<file path="src/rtl/pipe_pkg.sv">
// Shared definitions for the EX->MEM pipeline stage: memory-control bit positions,
// the default-width entry layout and the occupancy state encoding.
package pipe_pkg;

    // mem field is {read, write}
    localparam int MEM_RD = 1;
    localparam int MEM_WR = 0;

    localparam int XLEN_DEF   = 32;
    localparam int REG_AW_DEF = 5;
    localparam int MEM_CW_DEF = 2;

    // Default-width entry; the stage rebuilds the same layout from its own parameters.
    typedef struct packed {
        logic                  wb;
        logic [MEM_CW_DEF-1:0] mem;
        logic [XLEN_DEF-1:0]   alu_res;
        logic [XLEN_DEF-1:0]   rs2;
        logic [REG_AW_DEF-1:0] rd;
    } ex_mem_t;

    typedef enum logic [1:0] {
        ST_EMPTY = 2'd0,
        ST_ONE   = 2'd1,
        ST_FULL  = 2'd2
    } pipe_state_e;

endpackage

</file>
<file path="src/rtl/ex_mem_pipe_stage_if.sv">
// EX-side and MEM-side signals of the EX->MEM stage.
// Handshake: a transfer happens on a rising edge where valid and ready are both 1;
// valid never waits for ready, and a presented entry stays stable until it transfers or is flushed.
interface ex_mem_pipe_stage_if #(
    parameter int XLEN   = 32,
    parameter int REG_AW = 5,
    parameter int MEM_CW = 2,
    parameter int CNT_W  = 16
) ();
    logic              in_valid_i;
    logic              in_ready_o;
    logic              wb_i;
    logic [MEM_CW-1:0] mem_i;
    logic [XLEN-1:0]   alu_res_i;
    logic [XLEN-1:0]   rs2_data_i;
    logic [REG_AW-1:0] rd_addr_i;
    logic              out_valid_o;
    logic              out_ready_i;
    logic              wb_o;
    logic [MEM_CW-1:0] mem_o;
    logic [XLEN-1:0]   alu_res_o;
    logic [XLEN-1:0]   mem_addr_o;
    logic [XLEN-1:0]   mem_data_o;
    logic [REG_AW-1:0] rd_addr_o;
    logic              fwd_valid_o;
    logic [XLEN-1:0]   fwd_data_o;
    logic [CNT_W-1:0]  stall_cnt_o;

    modport master (
        output in_valid_i, wb_i, mem_i, alu_res_i, rs2_data_i, rd_addr_i, out_ready_i,
        input  in_ready_o, out_valid_o, wb_o, mem_o, alu_res_o, mem_addr_o, mem_data_o,
               rd_addr_o, fwd_valid_o, fwd_data_o, stall_cnt_o
    );

    modport slave (
        input  in_valid_i, wb_i, mem_i, alu_res_i, rs2_data_i, rd_addr_i, out_ready_i,
        output in_ready_o, out_valid_o, wb_o, mem_o, alu_res_o, mem_addr_o, mem_data_o,
               rd_addr_o, fwd_valid_o, fwd_data_o, stall_cnt_o
    );
endinterface

</file>
<file path="src/rtl/pipe_slot.sv">
// One pipeline entry register with synchronous clear and load enable.
module pipe_slot #(
    parameter int W = 8
) (
    input  logic         clk_i,
    input  logic         clr_i,
    input  logic         load_i,
    input  logic [W-1:0] d_i,
    output logic [W-1:0] q_o
);

    always_ff @(posedge clk_i) begin
        if (clr_i) begin
            q_o <= '0;
        end else if (load_i) begin
            q_o <= d_i;
        end
    end

endmodule

</file>
<file path="src/rtl/ex_mem_pipe_stage.sv">
// EX->MEM pipeline stage: valid/ready handshake, flush, optional 2-entry skid buffer,
// forwarding tap and a saturating stall counter. state_o exposes the occupancy FSM.
module ex_mem_pipe_stage
    import pipe_pkg::*;
#(
    parameter int XLEN   = 32,
    parameter int REG_AW = 5,
    parameter int MEM_CW = 2,
    parameter int SKID   = 1,
    parameter int CNT_W  = 16
) (
    input  logic        clk_i,
    input  logic        rst_i,
    input  logic        flush_i,
    output pipe_state_e state_o,
    ex_mem_pipe_stage_if.slave bus
);

    typedef struct packed {
        logic              wb;
        logic [MEM_CW-1:0] mem;
        logic [XLEN-1:0]   alu_res;
        logic [XLEN-1:0]   rs2;
        logic [REG_AW-1:0] rd;
    } ent_t;

    localparam int EW = $bits(ent_t);

    pipe_state_e      state_q, state_n;
    ent_t             in_ent, main_q, main_d, skid_q;
    logic             main_load, main_from_skid;
    logic             out_valid, in_ready, accept, consume;
    logic [CNT_W-1:0] stall_q;

    assign in_ent    = {bus.wb_i, bus.mem_i, bus.alu_res_i, bus.rs2_data_i, bus.rd_addr_i};
    assign out_valid = (state_q != ST_EMPTY);
    assign accept    = bus.in_valid_i & in_ready;
    assign consume   = out_valid & bus.out_ready_i;
    assign main_d    = main_from_skid ? skid_q : in_ent;

    always_ff @(posedge clk_i) begin
        if (rst_i) begin
            state_q <= ST_EMPTY;
        end else begin
            state_q <= state_n;
        end
    end

    // Flush wins over both accept and consume; held data is left in place, only validity drops.
    always_comb begin
        state_n        = state_q;
        main_load      = 1'b0;
        main_from_skid = 1'b0;
        if (flush_i) begin
            state_n = ST_EMPTY;
        end else begin
            case (state_q)
                ST_EMPTY: begin
                    if (accept) begin
                        state_n   = ST_ONE;
                        main_load = 1'b1;
                    end
                end
                ST_ONE: begin
                    if (accept && consume) begin
                        main_load = 1'b1;
                    end else if (accept) begin
                        state_n = ST_FULL;
                    end else if (consume) begin
                        state_n = ST_EMPTY;
                    end
                end
                ST_FULL: begin
                    if (consume) begin
                        state_n        = ST_ONE;
                        main_load      = 1'b1;
                        main_from_skid = 1'b1;
                    end
                end
                default: state_n = ST_EMPTY;
            endcase
        end
    end

    pipe_slot #(.W(EW)) u_main (
        .clk_i  (clk_i),
        .clr_i  (rst_i),
        .load_i (main_load),
        .d_i    (main_d),
        .q_o    (main_q)
    );

    generate
        if (SKID != 0) begin : g_skid
            logic rdy_q;
            logic skid_load;

            assign skid_load = (state_q == ST_ONE) & accept & ~consume & ~flush_i;

            // Ready looks only at the next state, so it never depends on an input combinationally.
            always_ff @(posedge clk_i) begin
                if (rst_i) begin
                    rdy_q <= 1'b1;
                end else begin
                    rdy_q <= (state_n != ST_FULL);
                end
            end

            assign in_ready = rdy_q;

            pipe_slot #(.W(EW)) u_skid (
                .clk_i  (clk_i),
                .clr_i  (rst_i),
                .load_i (skid_load),
                .d_i    (in_ent),
                .q_o    (skid_q)
            );
        end else begin : g_noskid
            assign in_ready = ~out_valid | bus.out_ready_i;
            assign skid_q   = '0;
        end
    endgenerate

    always_ff @(posedge clk_i) begin
        if (rst_i) begin
            stall_q <= '0;
        end else if (out_valid && !bus.out_ready_i && !(&stall_q)) begin
            stall_q <= stall_q + 1'b1;
        end
    end

    assign state_o         = state_q;
    assign bus.in_ready_o  = in_ready;
    assign bus.out_valid_o = out_valid;
    assign bus.wb_o        = main_q.wb & out_valid;
    assign bus.mem_o       = out_valid ? main_q.mem : '0;
    assign bus.alu_res_o   = main_q.alu_res;
    assign bus.mem_addr_o  = main_q.alu_res;
    assign bus.mem_data_o  = main_q.rs2;
    assign bus.rd_addr_o   = main_q.rd;
    assign bus.fwd_valid_o = out_valid & main_q.wb & (main_q.rd != '0);
    assign bus.fwd_data_o  = main_q.alu_res;
    assign bus.stall_cnt_o = stall_q;

endmodule

</file>
<file path="src/flat_wrapper.sv">
// flat-port wrapper written by rule: the top's interface ports become plain ports
module ex_mem_pipe_stage_flat import pipe_pkg::*;
#(
    parameter int XLEN   = 32,
    parameter int REG_AW = 5,
    parameter int MEM_CW = 2,
    parameter int SKID   = 1,
    parameter int CNT_W  = 16
)
  (clk_i, rst_i, flush_i, state_o, bus_in_valid_i, bus_wb_i, bus_mem_i, bus_alu_res_i, bus_rs2_data_i, bus_rd_addr_i, bus_out_ready_i, bus_in_ready_o, bus_out_valid_o, bus_wb_o, bus_mem_o, bus_alu_res_o, bus_mem_addr_o, bus_mem_data_o, bus_rd_addr_o, bus_fwd_valid_o, bus_fwd_data_o, bus_stall_cnt_o);
  ex_mem_pipe_stage_if #(.XLEN(XLEN), .REG_AW(REG_AW), .MEM_CW(MEM_CW), .CNT_W(CNT_W)) bus_i ();
  input  logic clk_i;
  input  logic rst_i;
  input  logic flush_i;
  output pipe_state_e state_o;
  input wire logic [$bits(bus_i.in_valid_i)-1:0] bus_in_valid_i;
  input wire logic [$bits(bus_i.wb_i)-1:0] bus_wb_i;
  input wire logic [$bits(bus_i.mem_i)-1:0] bus_mem_i;
  input wire logic [$bits(bus_i.alu_res_i)-1:0] bus_alu_res_i;
  input wire logic [$bits(bus_i.rs2_data_i)-1:0] bus_rs2_data_i;
  input wire logic [$bits(bus_i.rd_addr_i)-1:0] bus_rd_addr_i;
  input wire logic [$bits(bus_i.out_ready_i)-1:0] bus_out_ready_i;
  output wire logic [$bits(bus_i.in_ready_o)-1:0] bus_in_ready_o;
  output wire logic [$bits(bus_i.out_valid_o)-1:0] bus_out_valid_o;
  output wire logic [$bits(bus_i.wb_o)-1:0] bus_wb_o;
  output wire logic [$bits(bus_i.mem_o)-1:0] bus_mem_o;
  output wire logic [$bits(bus_i.alu_res_o)-1:0] bus_alu_res_o;
  output wire logic [$bits(bus_i.mem_addr_o)-1:0] bus_mem_addr_o;
  output wire logic [$bits(bus_i.mem_data_o)-1:0] bus_mem_data_o;
  output wire logic [$bits(bus_i.rd_addr_o)-1:0] bus_rd_addr_o;
  output wire logic [$bits(bus_i.fwd_valid_o)-1:0] bus_fwd_valid_o;
  output wire logic [$bits(bus_i.fwd_data_o)-1:0] bus_fwd_data_o;
  output wire logic [$bits(bus_i.stall_cnt_o)-1:0] bus_stall_cnt_o;
  assign bus_i.in_valid_i = bus_in_valid_i;
  assign bus_i.wb_i = bus_wb_i;
  assign bus_i.mem_i = bus_mem_i;
  assign bus_i.alu_res_i = bus_alu_res_i;
  assign bus_i.rs2_data_i = bus_rs2_data_i;
  assign bus_i.rd_addr_i = bus_rd_addr_i;
  assign bus_i.out_ready_i = bus_out_ready_i;
  assign bus_in_ready_o = bus_i.in_ready_o;
  assign bus_out_valid_o = bus_i.out_valid_o;
  assign bus_wb_o = bus_i.wb_o;
  assign bus_mem_o = bus_i.mem_o;
  assign bus_alu_res_o = bus_i.alu_res_o;
  assign bus_mem_addr_o = bus_i.mem_addr_o;
  assign bus_mem_data_o = bus_i.mem_data_o;
  assign bus_rd_addr_o = bus_i.rd_addr_o;
  assign bus_fwd_valid_o = bus_i.fwd_valid_o;
  assign bus_fwd_data_o = bus_i.fwd_data_o;
  assign bus_stall_cnt_o = bus_i.stall_cnt_o;
  ex_mem_pipe_stage #(.XLEN(XLEN), .REG_AW(REG_AW), .MEM_CW(MEM_CW), .SKID(SKID), .CNT_W(CNT_W)) u_core (.clk_i(clk_i), .rst_i(rst_i), .flush_i(flush_i), .state_o(state_o), .bus(bus_i));
endmodule
</file>
<file path="config.mk">
export PLATFORM = sky130hd
export DESIGN_NAME = ex_mem_pipe_stage_flat
export DESIGN_NICKNAME = d
export VERILOG_FILES = /design/src/rtl/pipe_pkg.sv /design/src/rtl/ex_mem_pipe_stage_if.sv /design/src/rtl/pipe_slot.sv /design/src/rtl/ex_mem_pipe_stage.sv /design/src/flat_wrapper.sv
export SDC_FILE = /design/constraint.sdc
export NUM_CORES = 1
export LEC_CHECK = 0
export CAP_MARGIN = 5
export CORE_UTILIZATION = 36
export DETAILED_ROUTE_END_ITERATION = 10
export PLACE_DENSITY_LB_ADDON = 0.08
export SETUP_SLACK_MARGIN = 0.2
export SYNTH_ARGS = -nofsm -noshare
export SYNTH_HDL_FRONTEND = slang
export SYNTH_SLANG_ARGS = --single-unit
</file>
<file path="constraint.sdc">
create_clock -name clk_i -period 3.5 [get_ports clk_i]
set_clock_uncertainty 0.1 [all_clocks]
set_input_delay 0.875 -clock clk_i [delete_from_list [all_inputs] [get_ports clk_i]]
set_output_delay 0.875 -clock clk_i [all_outputs]
set_load 0.05 [all_outputs]
</file>
; Word level (Yosys, flattened, before mapping)
; Cells that the tools add are included.
[op_classes]
n_addsub = 1
muxes = 16
bitwise_logic = 9
n_reduce_logical = 9
n_eq_ne = 3
[ops]
columns = cell, n
row1 = 72-bit two-way mux, 1
row2 = 16-bit by 1-bit adder with 16-bit output (second input constant), 1
row3 = 16-bit AND reduction, 1
row4 = 2-bit two-way mux, 7
row5 = 1-bit bitwise AND, 7
row6 = 1-bit two-way mux, 6
row7 = 2-bit case mux with 3 select lines, 1
row8 = 5-bit nonzero test, 1
row9 = 1-bit logical AND, 3
row10 = 1-bit case mux with 3 select lines, 1
row11 = 2-bit by 1-bit == test with 1-bit output (second input constant), 1
row12 = 2-bit == test (second input constant), 1
row13 = 1-bit zero test, 2
row14 = 2-bit zero test, 1
row15 = 2-bit inequality test (second input constant), 1
row16 = 1-bit NOT, 2
row17 = 2-bit nonzero test, 1
[word_totals]
regBits = 163
output_inout_bits = 157
word_cells = 43

; Longest topological paths before layout
[depth]
ltp_word = 8
ltp_mapped = 7
depth_no_buf = 5

; By module
; Synthesis repeated with hierarchy kept, for this count alone.
[hier_totals]
cells_unflattened = 728
area_unflattened_um2 = 7631.1
[modules_own_cells]
columns = mod, cells_per_inst, n_inst, area_each_um2, seq_area_each_um2
row1 = pipe_slot, 232, 2, 2580.0, 1441.4
row2 = ex_mem_pipe_stage, 264, 1, 2471.1, 380.4

; Least setup slack after synthesis
; Ideal clock, no wire load.
[synth_path]
path_kind = register to output
from = register u_core.state_q[1], in the netlist u_core.state_o[1]
to = output bus_fwd_valid_o
path_buffers = 1
t_arrival_ps = 2273
stages_incl_launch_ff = 5
path_slack_ps = 252
cell_sequence = dfxtp_1 > buf_2 > nor2_1 > nor2b_1 > o21a_1
[synth_between]
elab_chain_cells = 3
[synth_lines]
columns = element, line_no
row1 = "start, declared", ex_mem_pipe_stage.sv:29  ; pipe_state_e state_q, state_n;
row2 = "start signal, assigned", ex_mem_pipe_stage.sv:45  ; state_q <= state_n;
row3 = 2-bit nonzero test, ex_mem_pipe_stage.sv:36  ; assign out_valid = (state_q != ST_EMPTY);
row4 = 1-bit bitwise AND, n/a
row5 = named net bus_wb_o, flat_wrapper.sv:25  ; output wire logic [$bits(bus_i.wb_o)-1:0] bus_wb_o;
row6 = 1-bit bitwise AND, ex_mem_pipe_stage.sv:141  ; assign bus.fwd_valid_o = out_valid & main_q.wb & (main_q.rd != '0);
row7 = "end, declared", flat_wrapper.sv:31  ; output wire logic [$bits(bus_i.fwd_valid_o)-1:0] bus_fwd_valid_o;
; The timed path passes the listed nets, and every way through them passes these cells.

; Worst setup path after layout
[layout_path]
from = register u_core.u_main.q_o[1]
to = output bus_fwd_valid_o
[layout_between]
elab_chain_cells = 2
[layout_lines]
columns = element, line_no
row1 = "start, declared", pipe_slot.sv:9  ; output logic [W-1:0] q_o
row2 = "start signal, assigned", pipe_slot.sv:16  ; q_o <= d_i;
row3 = 5-bit nonzero test, ex_mem_pipe_stage.sv:141
row4 = 1-bit bitwise AND, ex_mem_pipe_stage.sv:141
; No other way between the ends.

==> metrics.txt <==
# Post-CTS Setup Buffers 0; routability cong. 0.717; Worst-path clk slew 0.07 ns; startpoint types flop; Initial Util 0.371; vias in the first global route 5,272; top_reg_cell synth dfxtp_1; Placed Instances 1,216; pwr dens 487 mW/mm2; Nets 1,043; Post-Synthesis Cells 888; Post-synth EDFFs 0; row cnt 52; Finish-stage setup viols 0; CP Capture Type output pin; M1 WL 8330 um; worst vdd rail ir drop 0.000342 V; CTS Sinks 163; final-report hold violation count 0; Syn Nets 966; final worst slack 0.399 ns; RSZ-0062 raised after global routing no; Avg WL per Cell 14.2 um; clock latency on the worst-skew pair 0.42 ns; status finished, final reports clean; fraction of registers with async set or reset after synthesis 0; fraction of layout cells with a size suffix above 1 0.0583; root buffer cell clkbuf_16; Hold Path Depth 2; number of vias per cell 4.69; Worst EP required 2.52 ns; I/O Pins 234; DRT iter0 DRCs 242; Final HPWL DP 11,800 um; Met3 Wirelength 1160 um; Crit Path Max Fanout 3; count of cell types in the netlist 39; Hold-fix buffers, CTS 0; setup_tns 0 ns; total track usage 0.166; uppermost layer routed met4; Synth Register Bits 163; Chip Height 147 um; slew margin rel. 0.310; antenna violations before repair 0; # diodes 0; post-cts sizing count 0; dpl ws 0.487 ns; Bufs on Longest Clock Path 2; die width 147 um; Layout area overhead 29.2%; Post-Layout Cell Count 1,247; grt total ovfl 0; Least-Margin Pin Slew 1.03 ns; count of TritonRoute iterations in the first routing pass 5; CTS tree built; Ys Warns 0; global-route wire length before repair 28,500 um; ANT nets after route 0; Core Area 0.0204 mm2; Worst Hold Class reg -> reg; Setup CP Type reg -> out; Netlist Area Pre-Place 0.00758 mm2; die area 0.0216 mm2; commonest non-fill, non-tap cell in the layout clkdlybuf4s50_1; Worst Path Arrival 2.13 ns; FMAX 322 MHz; leakage power 0.00317 uW; Final min period 3.10 ns; Seq/Total Area, Yosys 0.430; Residual DRC 0; largest net degree at the start of global routing 95; crit share post-route 0.886; # port buffers 233; max_cap viols 0; H-Tree Depth 4; reg2reg path depth 5; fin. max-slew vios 0; vias post-DR 5,853; final WL 17,700 um; metal2 WL 8110 um; Synth Area per Inst 8.54 um2; CTS Buf Count 17; most frequent cells in the layout clkdlybuf4s50_1 (232), dfxtp_1 (163), nand2_1 (148)
[Yosys cell counts, types with 2 or more instances]
library cell	number	share of area
dfxtp_1	163	0.43
nand2_1	148	0.073
buf_4	133	0.13
a21oi_1	87	0.057
nor2_1	80	0.040
mux2i_1	73	0.096
a211oi_1	72	0.071
clkbuf_1	44	0.022
buf_2	16	0.011
or3_1	8	0.0066
o21ai_0	7	0.0046
or4_1	7	0.0069
nand4_1	5	0.0041
o31ai_1	5	0.0050
inv_1	4	0.0020
nand3_1	4	0.0026
nor2b_1	4	0.0033
nor4_1	4	0.0033
and3_1	2	0.0016
nand3b_1	2	0.0020
o21a_1	2	0.0020
[stage by stage]
step           total power [uW]  hold slack [ns]  instance area, um2  utilization
2_1_floorplan              2840            0.336                7580            -
3_3_place_gp               3060            0.342                9240        0.452
3_5_place_dp               3060            0.346                9240        0.452
4_1_cts                    4860            0.356                9800        0.479
5_1_grt                    4990            0.372                9800        0.479
6_report                   4770            0.353                9800        0.479
[sequential cells by signal, indices dropped and copies added (netlist names)]
register / count
u_core.state_o: 2
u_core.u_main.q_o: 72
u_core.bus.stall_cnt_o: 16
u_core.bus.in_ready_o: 1
u_core.g_skid.u_skid.q_o: 72
[power by group]
group,switching (uW),internal (uW),leakage [uW]
logic,660,364,0.00158
clock network,761,999,0.000259
registers,56.7,1930,0.00133
total,1480,3300,0.00317
[per-layer routing]
layer | global-route usage | vias to the layer above
li1 | - | 3073
met1 | 0.217 | 2610
met2 | 0.262 | 164
met3 | 0.0553 | 6
met4 | 0.0418 | 0
met5 | 0 | -
[worst max-delay path, cell delays in order (launching register included)]
cell and delay [ns]:
dfxtp_1 0.33, or4_1 0.52, o21a_1 0.18, clkdlybuf4s50_1 0.69
[kinds of logic after synthesis]
group	count (synthesis)	share of synthesized area
AOI/OAI and AO/OA	179	0.148
xor gates and xnor gates	1	0.00116
adders and majority gates	1	0.00165
buffers and inverters	197	0.166
DFF	163	0.430
muxes	74	0.0979
and+or+nand+nor	273	0.155
[worst paths after layout]
kind	startpoint	to	slack, ns
max reg2reg	u_core.bus.stall_cnt_o[0]	u_core.bus.stall_cnt_o[1]	1.34
min	u_core.g_skid.u_skid.q_o[0]	u_core.g_skid.u_skid.q_o[0]	0.35
max	u_core.u_main.q_o[1]	bus_fwd_valid_o	0.40
min reg2reg	u_core.g_skid.u_skid.q_o[0]	u_core.g_skid.u_skid.q_o[0]	0.35
[layout make-up]
cell class / instances / area [um2]
Tap cell: 270 / 338
Inverter: 4 / 15.0
Multi-Input combinational cell: 528 / 3100
Sequential cell: 163 / 3260
Clock inverter: 11 / 105
Fill cell: 2005 / 10600
Timing Repair Buffer: 251 / 2530
Clock buffer: 20 / 447
Power figures use the tool's default switching activity.
